[src/rtl/au_pkg.sv]
// Shared types and constants for the arithmetic-unit result path.
package au_pkg;

  typedef enum logic [1:0] {
    OP_ADD = 2'b00,
    OP_SUB = 2'b01,
    OP_MUL = 2'b10,
    OP_DIV = 2'b11
  } au_op_e;

  // Primary result reported for a division by zero.
  localparam logic [7:0] DIV0_RES = 8'hFF;

  typedef struct packed {
    logic [1:0] op;
    logic [7:0] res;
    logic [7:0] rem;
    logic       err;
  } au_result_t;

  localparam int unsigned AU_RESULT_W = $bits(au_result_t);

endpackage

[src/rtl/au_fifo.sv]
// Generic DEPTH x W synchronous FIFO. Read data is forced to zero while
// empty so downstream never observes stale entries.
module au_fifo #(
  parameter int unsigned DEPTH = 2,
  parameter int unsigned W     = 8
) (
  input  logic         clk,
  input  logic         rst_n,
  input  logic         i_wr_en,
  input  logic [W-1:0] i_wr_data,
  input  logic         i_rd_en,
  output logic [W-1:0] o_rd_data,
  output logic         o_full,
  output logic         o_empty
);

  localparam int unsigned AW = (DEPTH > 1) ? $clog2(DEPTH) : 1;

  logic [AW:0]  r_wr_ptr;
  logic [AW:0]  r_rd_ptr;
  logic [W-1:0] r_mem [DEPTH];

  logic w_full;
  logic w_empty;
  logic w_push;
  logic w_pop;

  // Extra pointer MSB distinguishes full from empty when indices match.
  assign w_empty = (r_wr_ptr == r_rd_ptr);
  assign w_full  = (r_wr_ptr[AW-1:0] == r_rd_ptr[AW-1:0]) &&
                   (r_wr_ptr[AW] != r_rd_ptr[AW]);
  assign w_push  = i_wr_en && !w_full;
  assign w_pop   = i_rd_en && !w_empty;

  assign o_full    = w_full;
  assign o_empty   = w_empty;
  assign o_rd_data = w_empty ? '0 : r_mem[r_rd_ptr[AW-1:0]];

  // Pointer update; reset discards all entries by clearing both pointers.
  always_ff @(posedge clk or negedge rst_n) begin
    if (!rst_n) begin
      r_wr_ptr <= '0;
      r_rd_ptr <= '0;
    end else begin
      if (w_push) r_wr_ptr <= r_wr_ptr + 1'b1;
      if (w_pop)  r_rd_ptr <= r_rd_ptr + 1'b1;
    end
  end

  // Storage write; contents are unobservable until pushed, so no reset.
  always_ff @(posedge clk) begin
    if (w_push) r_mem[r_wr_ptr[AW-1:0]] <= i_wr_data;
  end

endmodule

[src/rtl/au_result_stage.sv]
// Collapses the arithmetic unit's per-opcode result buses into one tagged
// entry, buffers it behind a valid/ready FIFO and counts divide-by-zero ops.
module au_result_stage
  import au_pkg::*;
#(
  parameter int unsigned DEPTH = 2,
  parameter int unsigned CNT_W = 8
) (
  input  logic             clk,
  input  logic             rst_n,
  input  logic             in_valid,
  output logic             in_ready,
  input  logic [1:0]       op,
  input  logic [3:0]       a,
  input  logic [3:0]       b,
  input  logic [7:0]       o,
  input  logic [7:0]       o1,
  input  logic [7:0]       o2,
  input  logic [7:0]       o3,
  input  logic [7:0]       o4,
  output logic             out_valid,
  input  logic             out_ready,
  output logic [1:0]       out_op,
  output logic [7:0]       out_res,
  output logic [7:0]       out_rem,
  output logic             out_err,
  output logic [CNT_W-1:0] err_cnt
);

  au_result_t             w_entry;
  au_result_t             w_head;
  logic [AU_RESULT_W-1:0] w_rd_data;
  logic                   w_full;
  logic                   w_empty;
  logic                   w_push;
  logic [CNT_W-1:0]       r_err_cnt;

  // Select the result bus for the presented opcode and tag it.
  always_comb begin
    w_entry     = '0;
    w_entry.op  = op;
    case (au_op_e'(op))
      OP_ADD: w_entry.res = o;
      OP_SUB: w_entry.res = o1;
      OP_MUL: w_entry.res = o2;
      OP_DIV: begin
        if (b == 4'h0) begin
          w_entry.res = DIV0_RES;
          w_entry.rem = {4'h0, a};
          w_entry.err = 1'b1;
        end else begin
          w_entry.res = o3;
          w_entry.rem = o4;
        end
      end
      default: w_entry = '0;
    endcase
  end

  // in_ready depends only on registered FIFO state, never on out_ready.
  assign in_ready = !w_full;
  assign w_push   = in_valid && !w_full;

  au_fifo #(
    .DEPTH (DEPTH),
    .W     (AU_RESULT_W)
  ) u_fifo (
    .clk       (clk),
    .rst_n     (rst_n),
    .i_wr_en   (in_valid),
    .i_wr_data (w_entry),
    .i_rd_en   (out_ready),
    .o_rd_data (w_rd_data),
    .o_full    (w_full),
    .o_empty   (w_empty)
  );

  assign w_head    = au_result_t'(w_rd_data);
  assign out_valid = !w_empty;
  assign out_op    = w_head.op;
  assign out_res   = w_head.res;
  assign out_rem   = w_head.rem;
  assign out_err   = w_head.err;
  assign err_cnt   = r_err_cnt;

  // Saturating count of accepted divide-by-zero entries.
  always_ff @(posedge clk or negedge rst_n) begin
    if (!rst_n) begin
      r_err_cnt <= '0;
    end else if (w_push && w_entry.err && (r_err_cnt != '1)) begin
      r_err_cnt <= r_err_cnt + 1'b1;
    end
  end

endmodule

[config.mk]
export PLATFORM = sky130hd
export DESIGN_NAME = au_result_stage
export DESIGN_NICKNAME = d
export VERILOG_FILES = /design/src/rtl/au_pkg.sv /design/src/rtl/au_fifo.sv /design/src/rtl/au_result_stage.sv
export SDC_FILE = /design/constraint.sdc
export NUM_CORES = 1
export LEC_CHECK = 0
export ABC_AREA = 1
export ABC_CLOCK_PERIOD_IN_PS = 2700
export CORE_MARGIN = 4
export CORE_UTILIZATION = 30
export DETAILED_ROUTE_END_ITERATION = 8
export GPL_TIMING_DRIVEN = 0
export REMOVE_ABC_BUFFERS = 1
export SLEW_MARGIN = 20
export SYNTH_ARGS = -nofsm -noshare
export SYNTH_HDL_FRONTEND = slang
export SYNTH_SLANG_ARGS = --single-unit
[constraint.sdc]
create_clock -name clk -period 2.7 [get_ports clk]
set_input_delay 0.27 -clock clk [delete_from_list [all_inputs] [get_ports clk]]
set_output_delay 0.27 -clock clk [all_outputs]
set_load 0.02 [all_outputs]
==> results summary, run 1 <==
The largest delay contributor family on the critical path is buffers and inverters. VDD sags by at most 0.0003803 V. The mean instance size in the synthesized netlist came out at 9.246 um2.

At the end of the flow, the number of nets in the layout was 411. At the end of routability-driven placement, the weighted congestion stood at 0.7450. In this run the deepest clock path goes through 2 buffers. The worst setup path is launched from a flip-flop.

The final-layout setup total negative slack came out at 0 ns. The worst setup path is of the flip-flop to output pin kind. The switching power summed over all nets is 1.377 mW. Measured against its own limit, the worst slew margin works out to 57.02%. The maximum cell stage delay along the critical path is 0.59 ns.

At the worst endpoint, the required time is 2.43 ns. The cts-stage hold buffer count came out at 0. Leaving out fill and tap cells, the most frequent cell in the layout is sky130_fd_sc_hd__nand2_1.

TritonCTS built the clock tree. The slew at the pin closest to its max-slew limit is 0.6432 ns. For the worst setup path, the data arrival time is 2.29 ns. The share of power burned in combinational logic came out at 51.8%. The internal power contribution came out at 1.934 mW.

The maximum fanout along the worst path is 22. The detailed placement HPWL came out at 4364 um. The flip-flop and latch count after synthesis came out at 50. The critical path goes through inv_6 > nand2_2 > nand2_2 > nand3_2 > inv_8 > a21oi_1 > clkdlybuf4s50_1. The type of the worst min-delay path is primary input to asynchronous set/reset pin.

The die is 99.56 um wide. The die covers 0.009912 mm2. The initialized floorplan defines 33 standard-cell rows. In this run the tool buffered the top-level ports with 82 buffer cells. The post-route standard cell area excluding fillers is 0.003561 mm2. The synthesized design contains 38 enable-type register cells. The total vias in the final route came out at 2086. Cells with a size suffix above 1 make up 10.64% of the layout. The source of the critical timing path is u_fifo.r_rd_ptr[0]$_DFFE_PN0P_. The placed cell area came out at 0.003448 mm2. The worst path needs 2.560 ns of the cycle, external delays included. Entering global routing, the biggest net connects 23 pins.

The number of iterations in the first detailed-routing pass is 4. The die outline height came out at 99.56 um. Per report_power, the sequential group accounts for 35.0% of the total. The static power due to leakage is 1.385 nW.

The hold violation total from the final report came out at 0. The area of the core came out at 0.008175 mm2. The number of sinks on the clock net is 50. The total inserted antenna cells is 0. The library cell contributing the largest single delay on the critical path is sky130_fd_sc_hd__dfrtp_4. The layout-stage area growth over the synthesis result came out at 41.59%. The clock edge transition at the registers on the reported setup and hold paths came out at 0.10 ns. The H-tree was split into 2 levels. The tightest hold margin is 0.3210 ns.

The clock tree skew after final layout came out at 0.01342 ns. The startpoint identified for the worst register-to-register timing path is u_fifo.r_rd_ptr[0]$_DFFE_PN0P_. The flip-flop cell with the highest count after synthesis is sky130_fd_sc_hd__edfxtp_1.

The buffering stage count on the worst path with inverters included came out at 3. Dividing the final minimum period by the clock period gives 94.83%. The number of antenna violations at the first check in global routing came to 0. The capturing element type of the critical path is an output pin. The mapped cell area came out at 0.002515 mm2.

The post-detailed-route count of antenna-violating nets came out at 0. The count of pins on the block boundary came out at 83. The unique cell type count in the Yosys netlist is 25. The number of fill cells is 794. The async set-reset flop share out of synthesis came out at 24.00%.

The top cell types in the final layout, fill and taps aside, are sky130_fd_sc_hd__nand2_1, sky130_fd_sc_hd__clkdlybuf4s50_1, sky130_fd_sc_hd__edfxtp_1. The first-iteration detailed-routing DRC count is 93. The library cell with the largest summed area after synthesis is sky130_fd_sc_hd__edfxtp_1. The initial utilization of the core area, before any placement, comes to 30.76%. The flow ran to the end, and the final reports show no timing, DRC or antenna violations.

The Yosys step of the flow raised 0 warnings. The number of global-route vias before repair is 2048. Sequential cells were found to cover 57.31% of the synthesized design area.

The total wire length after detailed routing is 6234 um. The number of DRC violations after detailed routing is 0. After global routing the overflow that remains totals 0.

In the synthesized netlist, the number of instances is 272. Counting stages on the worst path, the most repeated cell is sky130_fd_sc_hd__nand2_2. Of the post-synthesis cell area, the dominant cell type holds 45.37%. The total count of max-transition violations in the final report is 0. The cell sitting at the root of the clock tree is a sky130_fd_sc_hd__clkbuf_8. Setup repair after global routing left no endpoint under its margin. The detailed-route vias per instance came out at 4.515. The wire length per cell is 13.49 um.

The achievable frequency came out at 0.3906 GHz. The global router's overall resource usage is 12.44%. The tool flagged a number of max-cap violations equal to 0.

The part of the total power dissipated in the clock network is 13.2%. The first global-routing pass estimated 9894 um of wire. The number of CTS-inserted buffers is 5. For the worst-skew pair, the clock arrives at the later sink with an insertion delay of 0.31 ns. The final-report setup violation count came out at 0.

The share of total power consumed by net switching came out at 41.59%. Yosys attributes the largest share of cell area to sky130_fd_sc_hd__edfxtp_1, sky130_fd_sc_hd__nand2_1, sky130_fd_sc_hd__dfrtp_1. The power per cell area came out at 929.7 mW/mm2.
## power groups by stage
| stage | Sequential, mW | Combinational, mW | Clock [mW] |
|---|---|---|---|
| final | 1.16 | 1.71 | 0.437 |
| after global routing | 1.18 | 1.85 | 0.477 |
| after CTS | 1.18 | 1.69 | 0.449 |
| after detailed placement | 1.19 | 1.67 | 0 |
| after global placement | 1.18 | 1.64 | 0 |
| after floorplan | 1.16 | 0.908 | 0 |
## worst register-to-register path: stages, from the launching register on
cell and delay (ns):
sky130_fd_sc_hd__dfrtp_4 0.56, sky130_fd_sc_hd__inv_6 0.13, sky130_fd_sc_hd__nand2_2 0.08, sky130_fd_sc_hd__nand2_2 0.07, sky130_fd_sc_hd__nand2_4 0.11, sky130_fd_sc_hd__nand2_4 0.10
sky130_fd_sc_hd__nor2_2 0.39, sky130_fd_sc_hd__buf_8 0.23
## kinds of logic (layout without fill, tap and decap cells)
group           Yosys count  count (layout)  synth area share (%)
fa+ha+maj                 1               1                0.4974
buf+inv                  23             108                 3.831
simple gates            158             158                 28.31
compound gates           36              36                 8.657
xor+xnor                  4               4                 1.393
flops                    50              50                 57.31
## through the flow
stage	worst slack (ns)	util (%)	instances	power [mW]
floorplan	0.1923	-	265	2.068
global placement	-0.8166	41.97	452	2.827
detailed placement	-0.3569	42.18	453	2.866
CTS	0.03694	43.43	461	3.328
global route	0.01479	43.56	462	3.508
finish	0.1395	43.56	462	3.311
## sequential cells by signal, summed over array words and instances, names as in the netlist
register,flops
u_fifo.r_mem,38
u_fifo.r_rd_ptr,2
err_cnt,8
u_fifo.r_wr_ptr,2
## metal layers
metal  wire (um)  track usage [%]
met3         307            2.665
met5           0                0
met1        2718            15.26
met4          58            3.676
met2        3149            21.90
## layout make-up
cell class	count	area (um2)	share of cell area [%]
clock buffers	5	68.82	1.933
well taps	105	131.4	3.689
inverters	16	72.57	2.038
repair buffers	84	843.3	23.68
multi-input cells	199	979.7	27.51
clock inverters	3	20.02	0.5622
flip-flops and latches	50	1445	40.58
## cells in the mapped netlist, drive strengths merged (3+ instances only)
master,count
nor2,26
inv,16
nand4,10
nand2,110
clkbuf,4
edfxtp,38
o21ai,16
a21oi,20
xor2,3
buf,3
dfrtp,12
nand3,11
## what timing repair did
item                                    in CTS  in global routing
pin swaps                                    0                  0
endpoints found under the setup margin      52                 19
gates resized for setup                      6                  1
buffers inserted                             0                  1
## final timing paths
path,depth (start not counted),slack [ns],end
worst max-delay path,7,0.14,out_op[1]
worst min register to register,2,0.54,err_cnt[1]$_DFFE_PN0P_
worst min-delay path,1,0.32,err_cnt[7]$_DFFE_PN0P_
worst max register to register,7,0.74,u_fifo.r_mem[0][12]$_DFFE_PP_
max in group asynchronous,1,1.95,u_fifo.r_rd_ptr[0]$_DFFE_PN0P_
min in group clk,2,0.54,err_cnt[1]$_DFFE_PN0P_
Note: power is estimated with default switching activity, not from simulation.
==> inputs of run 2 (changes only) <==
- CORE_ASPECT_RATIO: default -> 1.75
==> run 2 against run 1 <==
Effect of this change: sequential power about the same; critical endpoint is now out_err; critical path type unchanged; worst setup slack better by 0.0030 ns; largest cell class unchanged; die area up 0.58%.
==> results summary, run 2 (same netlist as run 1, synthesis figures left out) <==
The flow ran to the end, and the final reports show no timing, DRC or antenna violations. The starting density of the core is 30.45%. The number of CTS-inserted buffers is 5. The number of sinks on the clock net came out at 50. The number of global-route vias before repair came out at 2067. The count of pins on the block boundary is 83. The total count of max-transition violations in the final report is 0. For this design the ratio of total power to cell area is 962.9 mW/mm2. The data arrival time at the worst-slack endpoint came out at 2.29 ns.

The type of the worst min-delay path is primary input to asynchronous set/reset pin. The total vias in the final route came out at 2139. The clock edge transition at the registers on the reported setup and hold paths came out at 0.07 ns. The width of the die is 77.21 um.

The capturing element type of the critical path is an output pin. The library cell used most frequently in the layout, excluding fill and tap cells, is sky130_fd_sc_hd__nand2_1. The headroom to the max-slew limit came out at 57.30%.

The worst path in the final design needs a cycle of 2.557 ns, including I/O delays and setup. The total of max-cap violations is 0. Setup repair after global routing left no endpoint under its margin. The total wire length after detailed routing is 6448 um.

The required time at the worst-slack endpoint is 2.43 ns. In the layout the commonest cells are sky130_fd_sc_hd__nand2_1, sky130_fd_sc_hd__clkdlybuf4s50_1, sky130_fd_sc_hd__edfxtp_1. The full die area came out at 0.009969 mm2. Relative to the synthesized area, the layout overhead comes to 42.79%. The last weighted congestion value of the routability-driven placer is 0.7759.

No sink is reached through more buffers than the 2 on the longest clock path. The achievable frequency is 0.3910 GHz. The final core utilization came out at 43.48%. Clock latency on the worst-skew pair, taken at its later pin, is 0.28 ns. The first TritonRoute pass finished after 4 iterations.

The number of nets in the finished design is 410. Input and output buffers added on the ports amount to 82. Once detail routing completed, the nets flagged for antenna violations numbered 0.

The post-place setup slack came out at -0.3158 ns. The placed instance count came out at 440. The worst setup path is launched from a flip-flop. The pin count of the biggest net entering global routing came out at 23. The slew at the pin closest to its max-slew limit came out at 0.6389 ns. The hold violation total from the final report is 0. Summed over all cells, the static leakage comes to 1.402 nW.

The filler-free cell count of the finished design came out at 448. The wire length per cell is 14.39 um. In the final layout, the share of cells above drive strength 1 is 10.67%.

The number of H-tree branching levels is 2. In the routed design, unresolved DRC markers number 0. The final-report setup violation count is 0.

The core region is 0.008258 mm2. The number of placement rows is 44. The worst path uses 94.72% of the clock period. The total inserted antenna cells is 0. The clock tree skew after final layout came out at 0.002545 ns. The largest voltage drop on the vdd net came out at 0.0003839 V.

The register with the most flip-flops in the layout has 38 of them. TritonCTS built the clock tree. The die outline height came out at 129.1 um. The root buffer cell chosen for the clock tree is sky130_fd_sc_hd__clkbuf_16. The worst setup slack after layout is 0.1425 ns.

The detailed placement HPWL came out at 4805 um. The first-pass GRT wire length is 10060 um. Global routing consumed, over all layers together, 13.15% of the routing resources. The type of the worst setup path is flip-flop to output pin. The detailed router finished its first iteration with 72 violations. The filler cells instantiated in the layout total 829.

The detailed-route vias per instance is 4.775. The maximum fanout along the worst path came out at 22. The number of antenna violations at the first check in global routing is 0. The final global-route overflow total came out at 0.
[run 2: path summary, 6_finish.rpt]
check                                          startpoint                             end  slack [ns]  depth (start not counted)
setup / recovery           u_fifo.r_rd_ptr[0]$_DFFE_PN0P_                         out_err        0.14                          7
hold / removal                                      rst_n          err_cnt[6]$_DFFE_PN0P_        0.34                          1
setup reg to reg           u_fifo.r_rd_ptr[0]$_DFFE_PN0P_    u_fifo.r_mem[0][5]$_DFFE_PP_        0.58                          7
hold reg to reg            u_fifo.r_wr_ptr[1]$_DFFE_PN0P_  u_fifo.r_wr_ptr[1]$_DFFE_PN0P_        0.54                          2
max in group asynchronous                           rst_n  u_fifo.r_rd_ptr[0]$_DFFE_PN0P_        1.94                          1
min in group clk           u_fifo.r_wr_ptr[1]$_DFFE_PN0P_  u_fifo.r_wr_ptr[1]$_DFFE_PN0P_        0.54                          2
[run 2: stage by stage]
stage / power [mW] / setup TNS, ns / cell area, um2 / hold slack (ns)
2_1_floorplan: 2.068 / 0 / 2479 / -0.02559
3_3_place_gp: 2.835 / -19.10 / 3415 / 0.4988
3_5_place_dp: 2.867 / -5.442 / 3428 / 0.5206
4_1_cts: 3.518 / 0 / 3588 / 0.3661
5_1_grt: 3.664 / 0 / 3591 / 0.3819
6_report: 3.458 / 0 / 3591 / 0.3441
[run 2: worst max-delay path: stages, from the launching register on]
cell and delay [ns]:
sky130_fd_sc_hd__dfrtp_4 0.60, sky130_fd_sc_hd__inv_6 0.21, sky130_fd_sc_hd__nand2_2 0.07, sky130_fd_sc_hd__nand2_2 0.09, sky130_fd_sc_hd__nand3_2 0.14, sky130_fd_sc_hd__inv_6 0.21, sky130_fd_sc_hd__a21oi_1 0.06, sky130_fd_sc_hd__clkdlybuf4s50_1 0.57
[run 2: where the power goes]
| group | switching, mW | internal (mW) | leakage [nW] |
|---|---|---|---|
| Combinational | 0.980 | 0.676 | 0.818 |
| Sequential | 0.120 | 1.06 | 0.517 |
| Clock | 0.276 | 0.346 | 0.0664 |
[run 2: layout make-up]
cell class,instances,area [um2],share of cell area [%]
inverters,16,70.07,1.951
clock inverters,3,23.77,0.6620
multi-input cells,199,979.7,27.28
flip-flops and latches,50,1445,40.24
clock buffers,5,125.1,3.484
repair buffers,83,832.0,23.17
well taps,92,115.1,3.206
[run 2: per-layer routing]
metal / GRT usage, % / share of wire, % / vias to the layer above
li1: - / - / 1074
met1: 12.27 / 35 / 1021
met2: 27.25 / 61 / 42
met3: 2.573 / 3.4 / 2
met4: 4.927 / 0.59 / 0
met5: 0 / 0 / -
[run 2: repair_timing]
action	4_1_cts	5_1_grt
endpoints found under the setup margin	31	3
hold buffers	0	0
setup buffers	0	0
gates resized for setup	5	1
